$ cat config.mk
export PLATFORM = sky130hd
export DESIGN_NAME = redirect_unit
export DESIGN_NICKNAME = d
export VERILOG_FILES = /design/src/rtl/redirect_unit.sv
export SDC_FILE = /design/constraint.sdc
export NUM_CORES = 1
export LEC_CHECK = 0
export ABC_AREA = 1
export BUFFER_PORTS_ARGS = -buffer_cell sky130_fd_sc_hd__buf_2
export CORE_AREA = 4 4 130 107
export CTS_CLUSTER_DIAMETER = 30
export CTS_CLUSTER_SIZE = 10
export DETAILED_ROUTE_END_ITERATION = 8
export DIE_AREA = 0 0 134 111
export PLACE_DENSITY_LB_ADDON = 0.2
export REMOVE_ABC_BUFFERS = 1
export SLEW_MARGIN = 10
export SYNTH_ARGS = -nofsm -noshare
export SYNTH_HDL_FRONTEND = slang
export SYNTH_SLANG_ARGS = --single-unit
$ cat constraint.sdc
create_clock -name clk -period 3.5 [get_ports clk]
set_input_delay 0.525 -clock clk [delete_from_list [all_inputs] [get_ports clk]]
set_output_delay 0.525 -clock clk [all_outputs]
set_load 0.05 [all_outputs]
$ cat src/rtl/redirect_unit.sv
// Redirect arbiter for EX-resolved control transfers: picks one request, drives a
// one-shot registered PC-mux select/target, and produces IF/ID flush pulses.
module redirect_unit #(
    parameter int XLEN         = 32,
    parameter int N_SRC        = 3,
    parameter int SEL_W        = 2,
    parameter int FLUSH_CYCLES = 1,
    parameter int CNT_W        = 16
) (
    input  logic                  clk,
    input  logic                  reset_n,
    input  logic [N_SRC-1:0]      redirect_req,
    input  logic [N_SRC*XLEN-1:0] redirect_target,
    input  logic                  stall,
    output logic [SEL_W-1:0]      mux_to_pc,
    output logic [XLEN-1:0]       pc_target,
    output logic                  IF_Flush,
    output logic                  ID_Flush,
    output logic                  busy,
    output logic [CNT_W-1:0]      redirect_cnt,
    output logic [1:0]            state_dbg
);

    localparam int IDX_W = (N_SRC > 1) ? $clog2(N_SRC) : 1;
    localparam int FC_W  = 3;

    typedef enum logic [1:0] {
        IDLE  = 2'd0,
        HOLD  = 2'd1,
        FLUSH = 2'd2
    } state_t;

    state_t           state, state_n;
    logic [IDX_W-1:0] held_idx, held_idx_n;
    logic [XLEN-1:0]  held_tgt, held_tgt_n;
    logic [FC_W-1:0]  fcnt, fcnt_n;
    logic [SEL_W-1:0] mux_n;
    logic [XLEN-1:0]  tgt_n;
    logic             flush_n;
    logic             busy_n;
    logic [CNT_W-1:0] cnt_n;

    logic             win_valid;
    logic [IDX_W-1:0] win_idx;
    logic [XLEN-1:0]  win_tgt;
    logic             do_issue;
    logic [IDX_W-1:0] iss_idx;
    logic [XLEN-1:0]  iss_tgt;

    assign state_dbg = state;

    // Lowest index wins: scan from the top so the last hit is the smallest index.
    always_comb begin
        win_valid = |redirect_req;
        win_idx   = '0;
        for (int i = N_SRC - 1; i >= 0; i--) begin
            if (redirect_req[i]) win_idx = IDX_W'(i);
        end
        win_tgt = redirect_target[int'(win_idx)*XLEN +: XLEN];
    end

    always_comb begin
        state_n    = state;
        held_idx_n = held_idx;
        held_tgt_n = held_tgt;
        fcnt_n     = fcnt;
        mux_n      = '0;
        tgt_n      = pc_target;
        flush_n    = 1'b0;
        busy_n     = 1'b0;
        cnt_n      = redirect_cnt;
        do_issue   = 1'b0;
        iss_idx    = win_idx;
        iss_tgt    = win_tgt;

        case (state)
            IDLE: begin
                if (win_valid) begin
                    if (stall) begin
                        state_n    = HOLD;
                        held_idx_n = win_idx;
                        held_tgt_n = win_tgt;
                        busy_n     = 1'b1;
                    end else begin
                        do_issue = 1'b1;
                    end
                end
            end
            HOLD: begin
                // The held request is older than anything arriving now, so new inputs are ignored.
                busy_n = 1'b1;
                if (!stall) begin
                    do_issue = 1'b1;
                    iss_idx  = held_idx;
                    iss_tgt  = held_tgt;
                end
            end
            FLUSH: begin
                // Requests seen here come from wrong-path instructions and are dropped.
                if (fcnt != '0) begin
                    fcnt_n  = fcnt - FC_W'(1);
                    flush_n = 1'b1;
                    busy_n  = 1'b1;
                end else begin
                    state_n = IDLE;
                end
            end
            default: state_n = IDLE;
        endcase

        if (do_issue) begin
            mux_n   = SEL_W'(iss_idx) + SEL_W'(1);
            tgt_n   = iss_tgt;
            flush_n = 1'b1;
            busy_n  = 1'b1;
            fcnt_n  = FC_W'(FLUSH_CYCLES - 1);
            state_n = FLUSH;
            if (redirect_cnt != '1) cnt_n = redirect_cnt + CNT_W'(1);
        end
    end

    always_ff @(posedge clk or negedge reset_n) begin
        if (!reset_n) begin
            state        <= IDLE;
            held_idx     <= '0;
            held_tgt     <= '0;
            fcnt         <= '0;
            mux_to_pc    <= '0;
            pc_target    <= '0;
            IF_Flush     <= 1'b0;
            ID_Flush     <= 1'b0;
            busy         <= 1'b0;
            redirect_cnt <= '0;
        end else begin
            state        <= state_n;
            held_idx     <= held_idx_n;
            held_tgt     <= held_tgt_n;
            fcnt         <= fcnt_n;
            mux_to_pc    <= mux_n;
            pc_target    <= tgt_n;
            IF_Flush     <= flush_n;
            ID_Flush     <= flush_n;
            busy         <= busy_n;
            redirect_cnt <= cnt_n;
        end
    end

endmodule
**Word level (Yosys, flattened, before mapping)**

Index checks and enable logic that the tools add are counted.

- Output and inout port bits: 55
- Register bits: 91

- Add/subtract/negate cells: 3
- Shift operators: 1
- Multiplexer cells: 26
- Eq/ne operators: 7
- Reduce and logical (&&, ||, !) cells: 9

Operators by type and width:

| kind | count |
|---|---|
| variable part select 96 x 8 -> 32 bit | 1 |
| 2-to-1 mux 32 bit | 2 |
| 2-to-1 mux 2 bit | 10 |
| adder 16 x 1 -> 16 bit, second input constant | 1 |
| inequality test 16 bit, second input constant | 1 |
| 2-to-1 mux 3 bit | 3 |
| inequality test 3 bit, second input constant | 3 |
| 2-to-1 mux 1 bit | 8 |
| case mux 2 bit (3 select lines) | 1 |
| AND reduction 2 bit | 3 |
| AND reduction 4 bit | 1 |
| nonzero test 2 bit | 2 |
| case mux 1 bit (3 select lines) | 1 |
| nonzero test 3 bit | 1 |
| OR reduction 3 bit | 1 |
| subtractor 3 x 1 -> 3 bit, second input constant | 1 |
| adder 2 x 1 -> 2 bit, second input constant | 1 |
| equality test 2 x 1 -> 1 bit, second input constant | 1 |
| equality test 2 bit, second input constant | 1 |
| logical NOT 2 bit | 1 |
| inequality test 2 bit, second input constant | 1 |
| case mux 1 bit (2 select lines) | 1 |

**Logic depth before layout (Yosys ltp)**

- Depth in word-level cells: 7
- Depth in mapped cells: 9

**Worst setup path before layout**

Ideal clock, no wire load.

- Path kind: flip-flop to flip-flop
- Start: reg redirect_cnt[0]
- End: reg redirect_cnt[4]
- Stages on the path, launching flop included: 10
- Setup slack: 1.584 ns
- Arrival time: 1.796 ns
- Buffers on the path: 1
- Cell sequence: dfrtp_1 ha_1 inv_1 nor2_2 nand2_1 nor2_2 nor2_4 buf_6 nand2_1 o21ai_2

- Cells in the longest elaborated chain, start to end: 2

Ends and longest elaborated chain:

| what | RTL line | RTL |
|---|---|---|
| from (decl) | 20 | `output logic [CNT_W-1:0] redirect_cnt,` |
| from (signal assigned) | 144 | `redirect_cnt <= cnt_n;` |
| parallel branches: the longest is 2 deep, another holds adder 16 x 1 -> 16 bit | n/a |  |

Several ways; the timed one is not identified.
A chain may end at the register's enable or synchronous reset.

**Worst setup path after layout**

- Start: reg redirect_cnt[0]
- End: reg redirect_cnt[15]

Same word-level chain as after synthesis.

==> metrics <==
Power Internal=2260 µW; post-cts resize count=0; area grow syn2layout=23.3%; CP Capture Type=flop; Finish-stage setup viols=0; I/O Buffers=between 150 and 200; Worst Hold Class=in -> async; cts hold-fix bufs=0; Setup TNS=0 ns; Worst path top cell family by delay=simple AND/OR/NAND/NOR gates; leakage=around 0.0033 µW; CTS buffer count=9; Synth top area share=45.7%; WL per Instance=between 10 and 15 µm; DRT antenna net count=0; post-synthesis cell area=0.00498 mm²; area of the core=approximately 0.013 mm²; Post-CTS Setup Bufs=0; Ys Warns=0; critical path required time=3.73 ns; clk_skew=roughly 0.0088 ns; Slew Viols, Final=0; Max-slew headroom=51.4%; Comb pwr share=~37%; remaining global-route overflow=0; total power=3920 µW; crit-path cells=ha_1, inv_1, nor2_2, nand2_1, nor2_2, nor2_4, inv_2, nand2_1, nand2_1; fill cell count=about 1300; CP max-delay cell=nor2_4; Routability Congestion=0.826; P_sw=about 1700 µW; Power Density=roughly 640 mW/mm²; Peak VDD IR=between 0.0002 and 0.0003 V; Starting Density=approximately two fifths; clock network fraction of design power=between 20% and 30%; fin crit period=between 2 and 2.5 ns; layout cell share with drive strength beyond 1=between 20 and 25%; clock sink count=91; Startpoint Class=flop; largest net degree at the start of global routing=about 70; Die W=approximately 130 µm; largest cells by area after synthesis=dfrtp_1, nand2_1, nor2_1; Root Driver=clkbuf_16; Achievable Freq=between 400 and 500 MHz; Max clock buf depth=2; Async S/R FF share, synth=100%; Clk pin slew, worst setup/hold paths=0.07 ns; CTS tree=done; CP max stage delay=slightly above 0.5 ns; vias in the first global route=4410; Synth Flop Type=dfrtp_1; Final HPWL DP=9070 µm; Synth Instances=a little over 700; Die Y=111 µm; Switching Fraction=a little over two fifths; final hold violation count=0; Routed WL=13200 µm; Ant. Diodes=0; Seq pwr share=between 30 and 40%; MaxCap Viol Count=0; initial detailed-routing violation count=240; Global Route Usage Sum=roughly 18%; Via Count=~4800; number of synthesized flops with an enable pin=0; RSZ-0062 raised after global routing=no; initial antenna violation count=0; most common library cells after synthesis=nand2_1, nor2_1, dfrtp_1; register area share after synthesis=45.7%; synthesized flop and latch total=91; drc violations=0; nets=about 1000; Final Worst Setup Slack=around 1.4 ns; drt first pass iters=6; global-route wire length before repair=between 20000 and 25000 µm; clock latency on the worst-skew pair=0.34 ns; Worst-Margin Slew=~0.73 ns; DR vias/cell=roughly 4.6; pre-CTS setup slack=roughly 1.3 ns; Crit Path Category=reg -> reg; worst-path fanout max=25; syn_area_per_cell=around 7 µm²; H-tree levels=3; CP Buf/Inv Count=2; status=complete, no violations; post-synth top area cell=dfrtp_1; Tcrit/Tclk final=about three fifths; Synth cell types=25; most used cell, CP=nand2_1; Die Area=between 0.01 and 0.015 mm²; count leader, synth=nand2_1; Worst EP arrival=2.32 ns; # rows=37; IO Pins=around 160
==> cell type report <==
type                    count  area [µm²]  area share (%)
multi-input cells         542        2290            37.3
flip-flops and latches     91        2280            37.1
repair buffers            162         828            13.5
clock buffers              10         239            3.89
inverters                  60         225            3.67
well taps                 175         219            3.56
clock inverters             6        63.8            1.04
==> per-stage QoR <==
step | hold WS (ns) | util (%) | instance area [µm²] | instances
5_1_grt | 0.276 | 48.6 | 6140 | 1046
3_5_place_dp | 0.476 | 46.2 | 5840 | 1030
2_1_floorplan | 0.229 | - | 4790 | 693
3_3_place_gp | 0.469 | 46.2 | 5840 | 1030
4_1_cts | 0.250 | 48.6 | 6140 | 1046
6_report | 0.225 | 48.6 | 6140 | 1046
==> worst reg2reg max path: cells and delay by family (launching register included) <==
family,cells,cell delay [ns]
fa+ha+maj,1,0.31
buf+inv,2,0.32
flops,1,0.47
simple gates,6,0.89
==> sequential cells by signal, indices dropped and copies added, names as in the netlist <==
signal / flops
pc_target: 32
ID_Flush: 1
fcnt: 3
redirect_cnt: 16
held_tgt: 32
state_dbg: 2
mux_to_pc: 2
held_idx: 2
busy: 1
==> final timing paths <==
path	start	to	slack, ns	depth (start not counted)
setup reg to reg	redirect_cnt[0]	redirect_cnt[15]	1.41	9
hold reg to reg	held_idx[1]	held_idx[1]	0.49	2
setup / recovery	redirect_cnt[0]	redirect_cnt[15]	1.41	9
hold / removal	reset_n	pc_target[11]	0.22	1
max in group asynchronous	reset_n	held_tgt[0]	2.52	2
min in group clk	stall	state_dbg[0]	0.48	3
==> cell families (layout without fill, tap and decap cells) <==
logic type | after synthesis | after routing | share of synthesized area [%]
AO/OA/AOI/OAI | 81 | 81 | 9.06
XOR/XNOR | 4 | 4 | 0.703
adder cells (fa/ha/maj) | 3 | 3 | 0.753
buffers and inverters | 91 | 238 | 8.33
flip-flops | 91 | 91 | 45.7
AND/OR/NAND/NOR | 454 | 454 | 35.5
==> routing by layer <==
layer | vias to the layer above | wire (µm) | track usage [%]
met2 | 151 | 5480 | 26.9
met1 | 2139 | 6550 | 26.8
met5 | - | 0 | 0
li1 | 2511 | - | -
met4 | 0 | 85 | 3.56
met3 | 6 | 1080 | 5.63
==> layout by cell type (no fill, tap or decap), types with 2 or more instances in the layout <==
cell / n
a21oi_1: 32
buf_2: 155
buf_4: 7
clkbuf_16: 9
clkinv_2: 2
clkinvlp_4: 2
dfrtp_1: 91
ha_1: 3
inv_1: 56
inv_2: 4
nand2_1: 305
nand2_2: 4
nand3_1: 11
nand4_1: 6
nor2_1: 119
nor2_2: 6
nor3_1: 2
o21ai_0: 7
o21ai_1: 31
o21ai_2: 8
xor2_1: 4
==> power groups by stage <==
stage / combinational, µW / clock [µW] / sequential (µW)
2_1_floorplan: 491 / 0 / 2060
4_1_cts: 1470 / 1020 / 1490
3_3_place_gp: 1460 / 0 / 1500
5_1_grt: 1590 / 1070 / 1530
3_5_place_dp: 1460 / 0 / 1510
6_report: 1450 / 980 / 1490
No activity file was read; power rests on OpenSTA's default activity.
